### src/rtl/match_sequencer.sv
// Frame sequencer for the template-matching datapath: template pass, window pass,
// then write-back of the best NCC/index over the shared memory port, repeated per set.
module match_sequencer #(
  parameter int unsigned COUNT_W  = 8,
  parameter int unsigned ROW_W    = 7,
  parameter int unsigned NCC_W    = 64,
  parameter int unsigned IDX_W    = 13,
  parameter int unsigned WB_WORDS = 3
) (
  input  logic                   clk,
  input  logic                   rst_n,
  input  logic                   start,
  input  logic                   abort,
  input  logic [COUNT_W-1:0]     cfg_num_sets,
  output logic                   tmpl_en,
  input  logic                   tmpl_done,
  input  logic [ROW_W-1:0]       tmpl_row,
  input  logic [ROW_W-1:0]       tmpl_col,
  output logic                   win_en,
  input  logic                   win_done,
  input  logic [ROW_W-1:0]       win_row,
  input  logic [ROW_W-1:0]       win_col,
  input  logic [NCC_W-1:0]       result_ncc,
  input  logic [IDX_W-1:0]       result_idx,
  output logic                   req,
  output logic                   rd_wr,
  output logic                   tem_win,
  output logic [ROW_W-1:0]       row,
  output logic [ROW_W-1:0]       col,
  output logic [31:0]            write_data,
  output logic [((WB_WORDS > 1) ? $clog2(WB_WORDS) : 1)-1:0] wr_index,
  input  logic                   mem_gnt,
  output logic                   busy,
  output logic                   set_done,
  output logic [COUNT_W-1:0]     set_count
);

  localparam int unsigned WI_W    = (WB_WORDS > 1) ? $clog2(WB_WORDS) : 1;
  localparam int unsigned WB_BITS = 32 * WB_WORDS;
  localparam int unsigned PAD_W   = WB_BITS - NCC_W - IDX_W;

  typedef enum logic [2:0] {
    S_IDLE  = 3'd0,
    S_TEMP  = 3'd1,
    S_WIND  = 3'd2,
    S_WRITE = 3'd3,
    S_DONE  = 3'd4
  } state_e;

  state_e                       state_q, state_d;
  logic [COUNT_W-1:0]           set_count_q, set_count_d;
  logic [COUNT_W-1:0]           num_sets_q, num_sets_d;
  logic [WB_WORDS-1:0][31:0]    wb_buf_q, wb_buf_d;
  logic [WI_W-1:0]              word_q, word_d;

  always_ff @(posedge clk or negedge rst_n) begin
    if (!rst_n) begin
      state_q     <= S_IDLE;
      set_count_q <= '0;
      num_sets_q  <= '0;
      wb_buf_q    <= '0;
      word_q      <= '0;
    end else begin
      state_q     <= state_d;
      set_count_q <= set_count_d;
      num_sets_q  <= num_sets_d;
      wb_buf_q    <= wb_buf_d;
      word_q      <= word_d;
    end
  end

  always_comb begin
    state_d     = state_q;
    set_count_d = set_count_q;
    num_sets_d  = num_sets_q;
    wb_buf_d    = wb_buf_q;
    word_d      = word_q;
    tmpl_en     = 1'b0;
    win_en      = 1'b0;
    req         = 1'b0;
    rd_wr       = 1'b0;
    tem_win     = 1'b0;
    row         = '0;
    col         = '0;
    write_data  = '0;
    wr_index    = '0;
    set_done    = 1'b0;

    unique case (state_q)
      S_IDLE: begin
        if (start) begin
          tmpl_en     = 1'b1;
          req         = 1'b1;
          row         = tmpl_row;
          col         = tmpl_col;
          set_count_d = '0;
          num_sets_d  = cfg_num_sets;
          state_d     = (cfg_num_sets == '0) ? S_DONE : S_TEMP;
        end
      end

      S_TEMP: begin
        req = 1'b1;
        if (!tmpl_done) begin
          tmpl_en = 1'b1;
          row     = tmpl_row;
          col     = tmpl_col;
        end else begin
          win_en  = 1'b1;
          tem_win = 1'b1;
          row     = win_row;
          col     = win_col;
          state_d = S_WIND;
        end
      end

      S_WIND: begin
        if (!win_done) begin
          win_en  = 1'b1;
          req     = 1'b1;
          tem_win = 1'b1;
          row     = win_row;
          col     = win_col;
        end else begin
          // Result packed MSB-first so word 0 carries the zero pad.
          wb_buf_d    = WB_BITS'({result_ncc, result_idx}) << PAD_W;
          set_count_d = set_count_q + COUNT_W'(1);
          word_d      = '0;
          state_d     = S_WRITE;
        end
      end

      S_WRITE: begin
        req        = 1'b1;
        rd_wr      = 1'b1;
        wr_index   = word_q;
        write_data = wb_buf_q[word_q];
        if (mem_gnt) begin
          word_d = word_q + WI_W'(1);
          if (word_q == WI_W'(WB_WORDS - 1)) begin
            word_d = '0;
            if (set_count_q == num_sets_q) begin
              state_d = S_DONE;
            end else begin
              // Overlap the next template presentation with the final granted beat.
              tmpl_en = 1'b1;
              row     = tmpl_row;
              col     = tmpl_col;
              state_d = S_TEMP;
            end
          end
        end
      end

      S_DONE: begin
        set_done = 1'b1;
        state_d  = S_IDLE;
      end

      default: state_d = S_IDLE;
    endcase

    if (abort) begin
      state_d     = S_IDLE;
      set_count_d = '0;
    end
  end

  assign busy      = (state_q != S_IDLE);
  assign set_count = set_count_q;

endmodule

### config.mk
export PLATFORM = sky130hd
export DESIGN_NAME = match_sequencer
export DESIGN_NICKNAME = d
export VERILOG_FILES = /design/src/rtl/match_sequencer.sv
export SDC_FILE = /design/constraint.sdc
export NUM_CORES = 1
export LEC_CHECK = 0
export CAP_MARGIN = 20
export CORE_MARGIN = 5
export CORE_UTILIZATION = 57
export CTS_BUF_LIST = sky130_fd_sc_hd__clkbuf_4 sky130_fd_sc_hd__clkbuf_8 sky130_fd_sc_hd__clkbuf_16
export DETAILED_ROUTE_END_ITERATION = 10
export DONT_BUFFER_PORTS = 1
export GPL_TIMING_DRIVEN = 0
export PLACE_DENSITY = 0.82
export SKIP_LAST_GASP = 1
export SLEW_MARGIN = 20
export SYNTH_ARGS = -nofsm -noshare
export SYNTH_HDL_FRONTEND = slang
export SYNTH_SLANG_ARGS = --single-unit
export TNS_END_PERCENT = 20
### constraint.sdc
create_clock -name clk -period 1.87 [get_ports clk]
set_clock_uncertainty 0.2 [all_clocks]
set_input_delay 0.374 -clock clk [delete_from_list [all_inputs] [get_ports clk]]
set_output_delay 0.374 -clock clk [all_outputs]
set_load 0.01 [all_outputs]
## Word level (Yosys, flattened, before mapping)

Cells that the tools add are included.

- Logic and storage cells: 81
- Input bits: 120
- Bits in registers: 98
- Output and inout port bits: 63

- Equality and inequality tests: 13
- Muxes and demuxes: 47
- $add $sub $neg: 2
- Magnitude comparators: 1
- Reduce and logical (&&, ||, !) cells: 11

Operators by type and width:

| operator | count |
|---|---|
| 2-to-1 mux 7 bit | 12 |
| binary-select mux 32 bit (select 2 bit) | 1 |
| 2-to-1 mux 32 bit | 2 |
| case mux 7 bit (4 select lines) | 2 |
| 2-to-1 mux 3 bit | 8 |
| 2-to-1 mux 8 bit | 3 |
| case mux 8 bit (2 select lines) | 1 |
| inequality test 3 bit, second input constant | 5 |
| case mux 3 bit (4 select lines) | 1 |
| 2-to-1 mux 1 bit | 9 |
| adder 8 x 1 -> 8 bit, second input constant | 1 |
| == test 8 bit | 1 |
| zero test 8 bit | 1 |
| 2-to-1 mux 2 bit | 4 |
| == test 3 x 2 -> 1 bit, second input constant | 2 |
| case mux 1 bit (3 select lines) | 2 |
| AND reduction 3 bit | 2 |
| nonzero test 3 bit | 2 |
| AND reduction 5 bit | 1 |
| inequality test 2 bit, second input constant | 2 |
| case mux 2 bit (2 select lines) | 1 |
| AND reduction 2 bit | 2 |
| == test 3 x 1 -> 1 bit, second input constant | 1 |
| == test 3 bit, second input constant | 1 |
| 7 further kinds | 7 |

## Longest topological paths before layout

- Word-level depth: 6
- Gate-level depth with buffers: 8

## Worst setup path before layout

Ideal clock, no wire load.

- Kind: reg2out
- Start point: register set_count_q[4], in the netlist set_count[4]
- End point: output port col[0]
- Cell stages (with the launch flop): 7
- Required time: 1.296 ns
- Path slack: -0.293 ns
- Arrival time: 1.589 ns
- Path through: dfrtp_1 -> buf_2 -> xnor2_1 -> nand4_1 -> o21ai_0 -> clkbuf_1 -> o21ai_0

- Longest elaborated chain between the ends: 5

Ends and longest elaborated chain:

| what | line | text |
|---|---|---|
| start: declaration | 51 | `logic [COUNT_W-1:0] set_count_q, set_count_d;` |
| start signal: assignment | 65 | `set_count_q <= set_count_d;` |
| == test 8 bit | 142 | `if (set_count_q == num_sets_q) begin` |
| 2-to-1 mux 7 bit | 142 |  |
| 2-to-1 mux 7 bit | 140 | `if (word_q == WI_W'(WB_WORDS - 1)) begin` |
| 2-to-1 mux 7 bit | 138 | `if (mem_gnt) begin` |
| case mux 7 bit (4 select lines) | 89 | `unique case (state_q)` |
| end: declaration | 29 | `output logic [ROW_W-1:0] col,` |

Every way passes these cells.

## Final worst setup path

- Start point: register state_q[1]
- End point: output port write_data[3]

- Longest elaborated chain between the ends: 2

Ends and longest elaborated chain:

| what | line | text |
|---|---|---|
| start: declaration | 50 | `state_e state_q, state_d;` |
| start signal: assignment | 64 | `state_q <= state_d;` |
| == test 3 x 2 -> 1 bit | 89 |  |
| 2-to-1 mux 32 bit | 89 |  |
| end: declaration | 30 | `output logic [31:0] write_data,` |

Every way passes these cells.

==> results.cfg <==
[run_status]
outcome = finished with violations
violations = negative hold slack, negative setup slack

[critical_path]
max_stage_delay_ps = 400
worstPathCellList = buf_6 -> nand3b_4 -> inv_4 -> and2_4 -> nor2b_4 -> buf_12 -> buf_12 -> a22o_4
critPathSlowestCell = dfrtp_1
cp-startpoint = state_q[1]$_DFFE_PN0P_
crit_family = buffers and inverters
cp_max_fo = 7
cp.required_ps = 1300
path_class = reg -> out
cp-start-kind = flip-flop
r2r-start = state_q[1]$_DFFE_PN0P_
path_common_cell = buf_12
worstPathArrival_ps = 1880
cp.buffers_inverters = 4
crit_path_end_kind = primary output

[yosys]
yosysSeqAreaShare = 0.492
async_flop_share = 1.00
ys_seq_elements = 98
ys_types = 47
ys_warn_count = 0
synth_edf_count = 0
netlist_area_um2 = 4980
synthFlopType = dfrtp_1
avgSynthCellArea_um2 = 11.6
syn-num-nets = 550
syn-instance-count = 429

[drt]
drtPass1Iterations = 4
wl_per_cell_um = 23.0
drcViolationCount = 0
vias = 4087
via_per_inst = 6.18
drt_wl_total_um = 15200
drtIter0Drc = 204
antenna_left = 0

[die]
start_util = 0.577
rows = 34
die-area_um2 = 10700
fp.dieW_um = 104
die_y_um = 104
io-pin-count = 183
core-area_um2 = 8640

[sta]
slew_violations = 0
max_slew.worst_pin.slew_ps = 632
min_period_ps = 2450
fin_ws_ps = -581
finalHoldViolCount = 98
whs_ps = -508
setup_viol = 129
rsz0062_at_grt = yes
slew_headroom = 0.576
fin_crit_sh = 1.31
max_freq_ghz = 0.408
tns_ps = -34790

[grt]
grtUsageMet1 = 0.304
grt_pass1_vias = 4490
met2_usage = 0.500
antenna_found_initial = 1
grt_max_degree = 99
top_usage_layer = met2
grt_pass1_wl_um = 23900
grt_usage = 0.276
grt_remaining_overflow = 0
use_met3 = 0.0771

[power]
p_int_mw = 5.27
power_frac_clock = 0.173
swShare = 0.344
p_comb_frac = 0.363
p_leak_nw = 2.97
ir_drop_uv = 731
netSwitchingPower_mw = 2.77
pwr-share-seq = 0.464
power.density_nw_per_um2 = 1150

[clocking]
h-tree-depth = 3
cts_tree = built
holdBufCountCts = 86
cts.path.max_buffers = 2
clkTransAtPathRegs_ps = 100
cts_made_buffers = 9
root_buffer = clkbuf_8
clk_latency_ps = 360
cts_sinks = 98

[cells_and_area]
area_growth_pct = 40.1
drive_gt1_frac = 0.408
final.fill_count = 445
final_nets = 669
stdcell_count = 661
post-route-util = 0.809
ff_latch_area_um2 = 2460
multi_input_area_um2 = 2760

[placement]
hpwlAfterDp_um = 8870
place_congestion = 0.885
port_buffers = 0
dp_cells = 537

[job]
cap_violations = 0

[min_path]
hold_path.class = in -> async
path summary, 6_finish.rpt:
kind / end / slack (ps) / cells past startpoint
max reg2reg: set_count[2]$_DFFE_PN0P_ / -400 / 7
max: write_data[3] / -580 / 8
min reg2reg: wb_buf_q[84]$_DFFE_PN0P_ / 320 / 1
min in group clk: state_q[2]$_DFFE_PN0P_ / 30 / 3
min: set_count[5]$_DFFE_PN0P_ / -510 / 0
max in group asynchronous: state_q[0]$_DFFE_PN0P_ / 1800 / 0
final cells by class:
type | count | area share
repair buffers | 109 | 0.157
clock inverters | 5 | 0.00932
plain buffers | 28 | 0.0376
inverters | 19 | 0.0106
well taps | 108 | 0.0194
flip-flops and latches | 98 | 0.352
multi-input cells | 283 | 0.395
clock buffers | 10 | 0.0188
diodes | 1 | 0.000358
placed cells by master, fill, tap and decap left out, types with 4 or more instances in the layout:
cell type,instances
a21oi_1,13
a21oi_2,5
a22o_4,17
a22oi_1,14
buf_2,10
buf_4,21
buf_6,9
buf_8,5
clkbuf_8,10
dfrtp_1,92
dfrtp_2,6
dlygate4sd3_1,86
inv_1,18
mux2_2,87
mux2i_1,13
nand2_1,4
nand2b_1,5
nand3b_1,4
nor2_1,28
nor2_4,5
nor2b_1,4
o21ai_0,10
o21ai_2,4
o21ai_4,11
xnor2_2,5
registers in the layout, summed over array words and instances (netlist names):
signal,count
wb_buf_q,77
num_sets_q,8
word_q,2
set_count,8
state_q,3
power groups by stage:
stage / clock network [mW] / registers [mW] / logic, mW
CTS: 1.40 / 3.63 / 2.75
floorplan: 0 / 3.41 / 1.84
global placement: 0 / 3.51 / 2.07
detailed placement: 0 / 3.59 / 2.17
global route: 1.49 / 3.82 / 3.15
finish: 1.39 / 3.73 / 2.92
cell usage after synthesis, drive strengths merged, types with 2 or more instances:
master,number,area share
a41oi,2,0.0035
nand2,5,0.0038
a21oi,19,0.020
nor2,33,0.025
or3,2,0.0025
nor4,3,0.0038
xnor2,8,0.014
nand2b,6,0.0075
nor2b,6,0.0075
nand3b,5,0.010
a31oi,2,0.0025
nand4,3,0.0038
o31ai,6,0.017
mux2i,13,0.026
nand3,3,0.0030
and2,2,0.0025
clkbuf,4,0.0030
inv,19,0.014
a22oi,15,0.023
dfrtp,98,0.49
buf,25,0.027
a211oi,2,0.0040
and3,2,0.0025
a22o,20,0.035
o21ai,25,0.025
mux2,87,0.20
nor3,3,0.0040
kinds of logic (layout without fill, tap and decap cells):
logic type               after synthesis  count (layout)  share of synthesized area
AO/OA/AOI/OAI                         93              93                      0.133
multiplexers                         100             100                      0.223
XOR/XNOR                               8               8                     0.0141
adder cells (fa/ha/maj)                1               1                    0.00251
AND/OR/NAND/NOR                       81              81                     0.0919
buffers and inverters                 48             171                     0.0439
flip-flops                            98              98                      0.492
other                                  0               1                          0
routing by layer:
metal / up-vias / part of all wire
met5: - / 0
met4: 0 / 0.030
met3: 36 / 0.070
met2: 204 / 0.54
met1: 2060 / 0.36
li1: 1787 / -
through the flow:
stage	total power [mW]	setup slack, ps	hold WS [ps]	cell area, um^2
finish	8.04	-581	-508	6980
global route	8.46	-640	-526	6980
CTS	7.78	-561	-516	6860
detailed placement	5.76	-575	-119	5140
global placement	5.59	-570	-119	5140
floorplan	5.26	-164	-122	5000
what timing repair did:
action / CTS / global route
buffers inserted: 19 / 1
gates cloned: 3 / 0
endpoints found under the hold margin: 186 / 98
endpoints found under the setup margin: 134 / 145
pin swaps: 19 / 4
resized for setup: 106 / 22
(Power assumes the default switching activity.)
